<file path="config.mk">
export PLATFORM = sky130hd
export DESIGN_NAME = sargantana_set_ram_ctrl_flat
export DESIGN_NICKNAME = d
export VERILOG_FILES = /design/src/rtl/sargantana_set_ram_ctrl_if.sv /design/src/rtl/sargantana_set_ram_ctrl.sv /design/src/flat_wrapper.sv
export SDC_FILE = /design/constraint.sdc
export NUM_CORES = 1
export LEC_CHECK = 0
export CELL_PAD_IN_SITES_DETAIL_PLACEMENT = 1
export CELL_PAD_IN_SITES_GLOBAL_PLACEMENT = 1
export CORE_AREA = 2 2 210 212
export CTS_CLUSTER_DIAMETER = 80
export DETAILED_ROUTE_END_ITERATION = 10
export DIE_AREA = 0 0 212 214
export DONT_BUFFER_PORTS = 1
export HOLD_SLACK_MARGIN = 0.12
export PLACE_DENSITY_LB_ADDON = 0.1
export SLEW_MARGIN = 10
export SYNTH_ARGS = -nofsm -noshare
export SYNTH_HDL_FRONTEND = slang
export SYNTH_SLANG_ARGS = --single-unit
</file>
<file path="constraint.sdc">
create_clock -name clk_i -period 1.27 [get_ports clk_i]
set_input_delay 0.1905 -clock clk_i [delete_from_list [all_inputs] [get_ports clk_i]]
set_output_delay 0.1905 -clock clk_i [all_outputs]
set_load 0.005 [all_outputs]
</file>
<file path="src/rtl/sargantana_set_ram_ctrl_if.sv">
// -----------------------------------------------------------------------------
// sargantana_set_ram_ctrl_if
// Bundle of the signals between the icache control FSM, the set RAM access
// controller and the set RAM pins.
//   lkp_*   : fetch lookup request (valid/ready) plus registered read-valid
//   rfl_*   : line refill write request (valid/ready)
//   flush_* : flush sweep start / busy / done
//   ram_*   : set RAM req/we/addr/data pins driven by the controller
// Modports:
//   slave  : the controller view (sargantana_set_ram_ctrl)
//   master : the requester / RAM side view
// -----------------------------------------------------------------------------
interface sargantana_set_ram_ctrl_if #(
  parameter int SET_WIDHT  = 32*8,
  parameter int ADDR_WIDHT = 6
);
  logic                  lkp_valid_i;
  logic [ADDR_WIDHT-1:0] lkp_addr_i;
  logic                  lkp_ready_o;
  logic                  lkp_rvalid_o;

  logic                  rfl_valid_i;
  logic [ADDR_WIDHT-1:0] rfl_addr_i;
  logic [SET_WIDHT-1:0]  rfl_data_i;
  logic                  rfl_ready_o;

  logic                  flush_i;
  logic                  flush_busy_o;
  logic                  flush_done_o;

  logic                  ram_req_o;
  logic                  ram_we_o;
  logic [ADDR_WIDHT-1:0] ram_addr_o;
  logic [SET_WIDHT-1:0]  ram_data_o;

  modport slave (
    input  lkp_valid_i, lkp_addr_i,
    output lkp_ready_o, lkp_rvalid_o,
    input  rfl_valid_i, rfl_addr_i, rfl_data_i,
    output rfl_ready_o,
    input  flush_i,
    output flush_busy_o, flush_done_o,
    output ram_req_o, ram_we_o, ram_addr_o, ram_data_o
  );

  modport master (
    output lkp_valid_i, lkp_addr_i,
    input  lkp_ready_o, lkp_rvalid_o,
    output rfl_valid_i, rfl_addr_i, rfl_data_i,
    input  rfl_ready_o,
    output flush_i,
    input  flush_busy_o, flush_done_o,
    input  ram_req_o, ram_we_o, ram_addr_o, ram_data_o
  );
endinterface

</file>
<file path="src/rtl/sargantana_set_ram_ctrl.sv">
// -----------------------------------------------------------------------------
// sargantana_set_ram_ctrl
// Access controller for one icache set RAM (single port, 1-cycle synchronous
// read, either a write or a read per cycle). Arbitrates fetch lookups against
// line refills and sequences a full-array flush sweep (zero every entry).
//
// Ports:
//   clk_i   : clock, all state on posedge
//   rstn_i  : asynchronous active-low reset
//   bus     : sargantana_set_ram_ctrl_if.slave
//             lkp_valid_i/lkp_addr_i -> lkp_ready_o, lkp_rvalid_o (cycle after)
//             rfl_valid_i/rfl_addr_i/rfl_data_i -> rfl_ready_o
//             flush_i -> flush_busy_o, flush_done_o (1-cycle pulse)
//             ram_req_o/ram_we_o/ram_addr_o/ram_data_o to the RAM pins
//
// Optional feature macro: SARGANTANA_SET_RAM_CTRL_STARVE_GUARD_EN
//   defined   : after STARVE_LIMIT consecutive refill grants with a lookup
//               waiting, the next contended IDLE cycle grants the lookup
//   undefined : strict refill-over-lookup priority
//
// State | meaning
// ------+----------------------------------------------------------
// IDLE  | arbitrate flush_i > refill > lookup, grant same cycle
// FLUSH | write zero to entry cnt_q each cycle, 2**ADDR_WIDHT cycles
// -----------------------------------------------------------------------------
module sargantana_set_ram_ctrl #(
  parameter int SET_WIDHT    = 32*8,
  parameter int ADDR_WIDHT   = 6,
  parameter int STARVE_LIMIT = 4
) (
  input logic                      clk_i,
  input logic                      rstn_i,
  sargantana_set_ram_ctrl_if.slave bus
);

  localparam logic [0:0] IDLE  = 1'b0;
  localparam logic [0:0] FLUSH = 1'b1;

  localparam int                    SW    = $clog2(STARVE_LIMIT + 1);
  localparam logic [SW-1:0]         LIMIT = SW'(STARVE_LIMIT);
  localparam logic [ADDR_WIDHT-1:0] LAST  = '1;

  logic [0:0]            state_q, state_d;
  logic [ADDR_WIDHT-1:0] cnt_q, cnt_d;
  logic                  done_q, done_d;
  logic                  rvalid_q, rvalid_d;
  logic [SW-1:0]         starve_q, starve_d;

  logic                  lkp_first;
  logic                  rfl_gnt;
  logic                  lkp_gnt;
  logic                  ram_req;
  logic                  ram_we;
  logic [ADDR_WIDHT-1:0] ram_addr;
  logic [SET_WIDHT-1:0]  ram_data;

`ifdef SARGANTANA_SET_RAM_CTRL_STARVE_GUARD_EN
  assign lkp_first = (starve_q >= LIMIT);
`else
  assign lkp_first = 1'b0;
`endif

  always_comb begin
    state_d  = state_q;
    cnt_d    = cnt_q;
    done_d   = 1'b0;
    starve_d = starve_q;
    rfl_gnt  = 1'b0;
    lkp_gnt  = 1'b0;
    ram_req  = 1'b0;
    ram_we   = 1'b0;
    ram_addr = '0;
    ram_data = '0;

    case (state_q)
      IDLE: begin
        if (bus.flush_i) begin
          state_d = FLUSH;
        end else if (bus.rfl_valid_i && !(lkp_first && bus.lkp_valid_i)) begin
          rfl_gnt = 1'b1;
        end else if (bus.lkp_valid_i) begin
          lkp_gnt = 1'b1;
        end
      end
      FLUSH: begin
        ram_req  = 1'b1;
        ram_we   = 1'b1;
        ram_addr = cnt_q;
        // counter wraps to 0 naturally after the last entry
        cnt_d    = cnt_q + 1'b1;
        if (cnt_q == LAST) begin
          state_d = IDLE;
          done_d  = 1'b1;
        end
      end
      default: state_d = IDLE;
    endcase

    if (!rstn_i) begin
      rfl_gnt = 1'b0;
      lkp_gnt = 1'b0;
      ram_req = 1'b0;
      ram_we  = 1'b0;
    end

    if (rfl_gnt) begin
      ram_req  = 1'b1;
      ram_we   = 1'b1;
      ram_addr = bus.rfl_addr_i;
      ram_data = bus.rfl_data_i;
    end else if (lkp_gnt) begin
      ram_req  = 1'b1;
      ram_addr = bus.lkp_addr_i;
    end

    // consecutive refill wins while a lookup is left waiting; saturates
    if (!bus.lkp_valid_i || lkp_gnt) begin
      starve_d = '0;
    end else if (rfl_gnt && (starve_q != LIMIT)) begin
      starve_d = starve_q + 1'b1;
    end

    rvalid_d = lkp_gnt;
  end

  always_ff @(posedge clk_i or negedge rstn_i) begin
    if (!rstn_i) begin
      state_q  <= IDLE;
      cnt_q    <= '0;
      done_q   <= 1'b0;
      rvalid_q <= 1'b0;
      starve_q <= '0;
    end else begin
      state_q  <= state_d;
      cnt_q    <= cnt_d;
      done_q   <= done_d;
      rvalid_q <= rvalid_d;
      starve_q <= starve_d;
    end
  end

  assign bus.lkp_ready_o  = lkp_gnt;
  assign bus.rfl_ready_o  = rfl_gnt;
  assign bus.lkp_rvalid_o = rvalid_q;
  assign bus.flush_busy_o = (state_q == FLUSH);
  assign bus.flush_done_o = done_q;
  assign bus.ram_req_o    = ram_req;
  assign bus.ram_we_o     = ram_we;
  assign bus.ram_addr_o   = ram_addr;
  assign bus.ram_data_o   = ram_data;

endmodule

</file>
<file path="src/flat_wrapper.sv">
// flat-port wrapper written by rule: the top's interface ports become plain ports
module sargantana_set_ram_ctrl_flat 
#(
  parameter int SET_WIDHT    = 32*8,
  parameter int ADDR_WIDHT   = 6,
  parameter int STARVE_LIMIT = 4
)
  (clk_i, rstn_i, bus_lkp_valid_i, bus_lkp_addr_i, bus_lkp_ready_o, bus_lkp_rvalid_o, bus_rfl_valid_i, bus_rfl_addr_i, bus_rfl_data_i, bus_rfl_ready_o, bus_flush_i, bus_flush_busy_o, bus_flush_done_o, bus_ram_req_o, bus_ram_we_o, bus_ram_addr_o, bus_ram_data_o);
  sargantana_set_ram_ctrl_if #(.SET_WIDHT(SET_WIDHT), .ADDR_WIDHT(ADDR_WIDHT)) bus_i ();
  input logic clk_i;
  input logic rstn_i;
  input wire logic [$bits(bus_i.lkp_valid_i)-1:0] bus_lkp_valid_i;
  input wire logic [$bits(bus_i.lkp_addr_i)-1:0] bus_lkp_addr_i;
  output wire logic [$bits(bus_i.lkp_ready_o)-1:0] bus_lkp_ready_o;
  output wire logic [$bits(bus_i.lkp_rvalid_o)-1:0] bus_lkp_rvalid_o;
  input wire logic [$bits(bus_i.rfl_valid_i)-1:0] bus_rfl_valid_i;
  input wire logic [$bits(bus_i.rfl_addr_i)-1:0] bus_rfl_addr_i;
  input wire logic [$bits(bus_i.rfl_data_i)-1:0] bus_rfl_data_i;
  output wire logic [$bits(bus_i.rfl_ready_o)-1:0] bus_rfl_ready_o;
  input wire logic [$bits(bus_i.flush_i)-1:0] bus_flush_i;
  output wire logic [$bits(bus_i.flush_busy_o)-1:0] bus_flush_busy_o;
  output wire logic [$bits(bus_i.flush_done_o)-1:0] bus_flush_done_o;
  output wire logic [$bits(bus_i.ram_req_o)-1:0] bus_ram_req_o;
  output wire logic [$bits(bus_i.ram_we_o)-1:0] bus_ram_we_o;
  output wire logic [$bits(bus_i.ram_addr_o)-1:0] bus_ram_addr_o;
  output wire logic [$bits(bus_i.ram_data_o)-1:0] bus_ram_data_o;
  assign bus_i.lkp_valid_i = bus_lkp_valid_i;
  assign bus_i.lkp_addr_i = bus_lkp_addr_i;
  assign bus_lkp_ready_o = bus_i.lkp_ready_o;
  assign bus_lkp_rvalid_o = bus_i.lkp_rvalid_o;
  assign bus_i.rfl_valid_i = bus_rfl_valid_i;
  assign bus_i.rfl_addr_i = bus_rfl_addr_i;
  assign bus_i.rfl_data_i = bus_rfl_data_i;
  assign bus_rfl_ready_o = bus_i.rfl_ready_o;
  assign bus_i.flush_i = bus_flush_i;
  assign bus_flush_busy_o = bus_i.flush_busy_o;
  assign bus_flush_done_o = bus_i.flush_done_o;
  assign bus_ram_req_o = bus_i.ram_req_o;
  assign bus_ram_we_o = bus_i.ram_we_o;
  assign bus_ram_addr_o = bus_i.ram_addr_o;
  assign bus_ram_data_o = bus_i.ram_data_o;
  sargantana_set_ram_ctrl #(.SET_WIDHT(SET_WIDHT), .ADDR_WIDHT(ADDR_WIDHT), .STARVE_LIMIT(STARVE_LIMIT)) u_core (.clk_i(clk_i), .rstn_i(rstn_i), .bus(bus_i));
endmodule
</file>
Word-level counts from Yosys, hierarchy flattened:

Index checks and enable logic that the tools add are counted.

* register bits after elaboration: 9
* logic and storage cells: 30
* output and inout bits: 269

* equal/unequal tests: 1
* bitwise logic cells: 1
* mux-type cells: 23
* add/subtract/negate cells: 1

Operators with widths (number)
* $mux W256: 1
* $mux W1: 18
* $mux W6: 3
* $add A6 B1 Y6 const B: 1
* $eq A6 B6 Y1 const B: 1
* $pmux W1 S2: 1
* $not A1 Y1: 1

Logic depth before layout (Yosys ltp):

* depth in word-level cells: 7
* gate-level depth with buffers: 6
* gate-level depth less buffers: 4

Least setup slack after synthesis:

Ideal clock, no wire load.

* kind: register to output
* start point: register u_core.state_q (netlist: u_core.bus.flush_busy_o)
* end point: output bus_ram_data_o[100]
* setup slack: -135 ps
* buffers on the path: 2
* data required time: 1080 ps
* arrival: 1215 ps
* stages on the path, launching flop included: 7
* cells stage by stage: dfrtp_1 -> nor2_2 -> nand3_4 -> inv_4 -> buf_6 -> clkbuf_2 -> and2_1

* longest elaborated chain between the ends: 3

Ends and longest elaborated chain
* start, declared: RTL line sargantana_set_ram_ctrl.sv:43 `logic [0:0] state_q, state_d;`
* start signal, assigned: RTL line sargantana_set_ram_ctrl.sv:134 `state_q <= state_d;`
* $mux W1: RTL line sargantana_set_ram_ctrl.sv:75 `case (state_q)`
* $mux W1: RTL line sargantana_set_ram_ctrl.sv:99 `if (!rstn_i) begin`
* $mux W256: RTL line sargantana_set_ram_ctrl.sv:106 `if (rfl_gnt) begin`
* end, declared: RTL line flat_wrapper.sv:26 `output wire logic [$bits(bus_i.ram_data_o)-1:0] bus_ram_data_o;`

Every way passes these cells.

Final worst setup path:

* start point: register u_core.state_q (netlist: u_core.bus.flush_busy_o)
* end point: output bus_ram_data_o[146]

The elaborated chain is that of the path after synthesis.

==> metrics <==
vias per cell=2.71; PwrDens=approximately 470 nW/um^2; I/O Pins=roughly 540; crit-path max FO=9; Mapped Area=2300 sq um; largest family of logic cells by synthesized area=simple AND/OR/NAND/NOR gates; Hold Worst Slack=approximately 0.15 ns; final wirelength=between 15000 and 20000 um; Sink Count=9; pre-CTS WS=-0.277 ns; RSZ-0062 raised after global routing=yes; Die Ht=roughly 210 um; core area=between 40000 and 50000 sq um; initial antenna violation count=3; vias in the first global route=2621; footprint of the multi-input gates=between 2000 and 2500 sq um; remaining routing DRC violations=0; first-pass GRT wire length=between 20000 and 25000 um; LEAKAGE=approximately 1.6 nW; Port-buffer cells=0; Worst-Skew Late Latency=0.23 ns; simple-gate share of the synthesized area=74.5%; DRT iter0 DRCs=100; register area=approximately 230 sq um; Initial Utilization=between 5 and 6%; CTS clk-pin slew, worst paths=~0.040 ns; Worst VDD drop=around 570 uV; Reg power frac=around 27%; CTS Buffer Depth=2; TritonCTS clock tree=yes; Net Sw Frac=between 30% and 40%; Slew HR=roughly two thirds; slew at the pin with the worst max-slew slack=approximately 0.50 ns; Post-Syn Nets=620; CTS H-tree depth=1; largest net degree at the start of global routing=70; XOR/XNOR share of the synthesized area=about 1.9%; Yosys reg bits=9; Reg2Reg Setup Slack=0 ns; fill count=between 5000 and 6000; endpoints failing setup=approximately 270; Yosys cell types=21; fin crit share=137%; Synth Area in Adders=less than 1%; failing checks=negative setup slack; Hold Crit Class=input port to flip-flop; fraction of layout instances using a drive strength above 1=a little over two thirds; Reg-to-Reg Start=u_core.bus.flush_busy_o; die footprint=between 40000 and 50000 sq um; CP max stage cell=dfrtp_2; Worst Reg-to-Reg Cells=3; arrival time at the worst endpoint=about 1.6 ns; Crit path largest cell delay=around 0.42 ns; highest clock rate=between 0.5 and 0.6 GHz; drt first pass iters=4; Synth Area in Compound Gates=just under 5%; CP most frequent cell=buf_12; TritonCTS Buffers=3; startpoint types=flip-flop; Slew Limit Fails=0; maxcap violations=0; routability cong.=about 0.77; Final Hold Violating Endpoints=0; gr ovfl total=0; Total Routing Usage GR=6.41%; YS warnings=0; net switching power=roughly 0.00068 W; worst flop-to-flop path endpoint=u_core.bus.lkp_rvalid_o; Worst Min Path Start=bus_rfl_valid_i; Mapped Avg Cell Area=between 6 and 7 sq um; post-route ant nets=0; outcome=finished, violations left; CP cell instances=nor2_4 > nand3_4 > clkinv_8 > buf_12 > buf_12 > clkbuf_16 > and2_4; Cells after Synth=346; Rows=76; CTS root buf=clkbuf_16; routed vias=between 2000 and 3000; Die X=roughly 210 um; Tmin final=1.74 ns; mux contribution to synthesized area=less than 1%; internal power=0.00127 W; post-DP HPWL=~14000 um; WHS Path Cells=2; post-synthesis sequential area ratio=under 10%; combinational share of power=approximately 44%; final worst slack=-0.470 ns; clk_skew=between 0.003 and 0.004 ns; area grow syn2layout=80.9%; crit end category=primary output; post-DR wirelength/cell=around 18 um; Overall Power=slightly below 0.002 W; CP required=~1.1 ns; post-layout util=under 10%; NumNets Final=roughly 640; hold path endpoint=u_core.bus.lkp_rvalid_o; Clock power frac=roughly 29%; worst setup path class=flip-flop to primary output
-- how the worst max path moves through the flow --
stage                                       start                  end  slack [ns]  cells past startpoint
final                     u_core.bus.flush_busy_o  bus_ram_data_o[146]       -0.47                      7
after global routing      u_core.bus.flush_busy_o  bus_ram_data_o[146]       -0.54                      7
after CTS                 u_core.bus.flush_busy_o  bus_ram_data_o[160]       -0.49                      7
after detailed placement  u_core.bus.flush_busy_o    bus_ram_addr_o[5]       -0.28                      3
after global placement    u_core.bus.flush_busy_o      bus_lkp_ready_o       -0.33                      3
after floorplan           u_core.bus.flush_busy_o      bus_lkp_ready_o       -0.12                      3
-- critical path, delay by kind of cell (launching register included) --
kind / cells / cell delay, ns
buf+inv: 4 / 0.48
flops: 1 / 0.42
simple gates: 3 / 0.39
-- cells by family after synthesis --
kind of cell / count (synthesis)
DFF: 9
xor gates and xnor gates: 5
buffers and inverters: 33
and+or+nand+nor: 278
muxes: 1
adders and majority gates: 1
AOI/OAI and AO/OA: 19
-- layout make-up --
type                       instances  area share [%]
clock buffer                       4            1.89
antenna                            1          0.0601
multi-input combinational        304            58.1
timing repair buffer              46            16.5
inverter                           1           0.391
tap                              585            17.6
sequential                         9            5.44
-- Yosys cell counts --
library cell	instances	area, sq um
dfrtp_1	9	225
xnor2_1	3	26.3
nor3b_1	1	7.51
o21ai_1	6	30.0
buf_2	3	15.0
xor2_1	2	17.5
a21oi_1	6	30.0
or3b_1	1	8.76
inv_4	1	6.26
mux2_2	1	11.3
nor2_2	1	6.26
buf_6	3	33.8
nand3_4	1	17.5
nor2_1	5	18.8
o21a_1	7	52.6
and2_1	256	1600
nand2_1	11	41.3
clkbuf_1	3	11.3
clkbuf_2	23	115
ha_1	1	12.5
nand4_1	2	12.5
-- state kept, by name, summed over array words and instances (netlist names) --
| name | cells |
|---|---|
| u_core.cnt_q | 6 |
| u_core.bus.flush_busy_o | 1 |
| u_core.bus.flush_done_o | 1 |
| u_core.bus.lkp_rvalid_o | 1 |
-- metal layers --
layer	track usage [%]	up-vias	wire length [um]
met5	0	-	0
met4	0.657	0	145
met3	1.63	10	1760
met2	13.8	273	10300
met1	6.02	1215	5350
li1	-	1075	-
-- cells in the final DEF, fill, tap and decap left out --
master	n
clkbuf_1	1
dlygate4sd3_1	1
o21ai_2	6
diode_2	1
ha_1	1
clkinv_8	1
buf_8	1
nor3b_2	1
nor2_4	1
a21oi_1	6
nand3_4	1
dfrtp_2	1
nand2_1	11
mux2_2	1
buf_6	5
buf_16	5
buf_4	19
nand4_1	2
nor2_1	5
xnor2_1	3
o21a_1	7
and2_1	60
clkbuf_16	8
and2_4	196
or3b_4	1
buf_12	10
dfrtp_1	8
xor2_1	2
-- stage by stage --
| step | area (sq um) | setup TNS, ns | std cells |
|---|---|---|---|
| 2_1_floorplan | 2860 | -25.68 | 346 |
| 3_3_place_gp | 3450 | -35.56 | 914 |
| 3_5_place_dp | 3450 | -42.24 | 914 |
| 4_1_cts | 3820 | -108.23 | 929 |
| 5_1_grt | 4160 | -125.07 | 950 |
| 6_report | 4160 | -106.43 | 950 |
-- power groups by stage --
stage	clock network [W]	registers (W)	logic, W
global route	0.000591	0.000547	0.000964
global placement	0	0.000532	0.000745
floorplan	0	0.000501	0.000564
CTS	0.000581	0.000527	0.000841
finish	0.000564	0.000524	0.000860
detailed placement	0	0.000531	0.000743
-- timing repair --
item,in CTS,in global routing
pin swaps,10,19
setup endpoints to repair,267,270
endpoints found under the hold margin,9,0
buffers inserted,6,13
gates resized for setup,37,30
hold buffers,1,0
gates cloned,4,8
No activity file was read; power rests on OpenSTA's default activity.
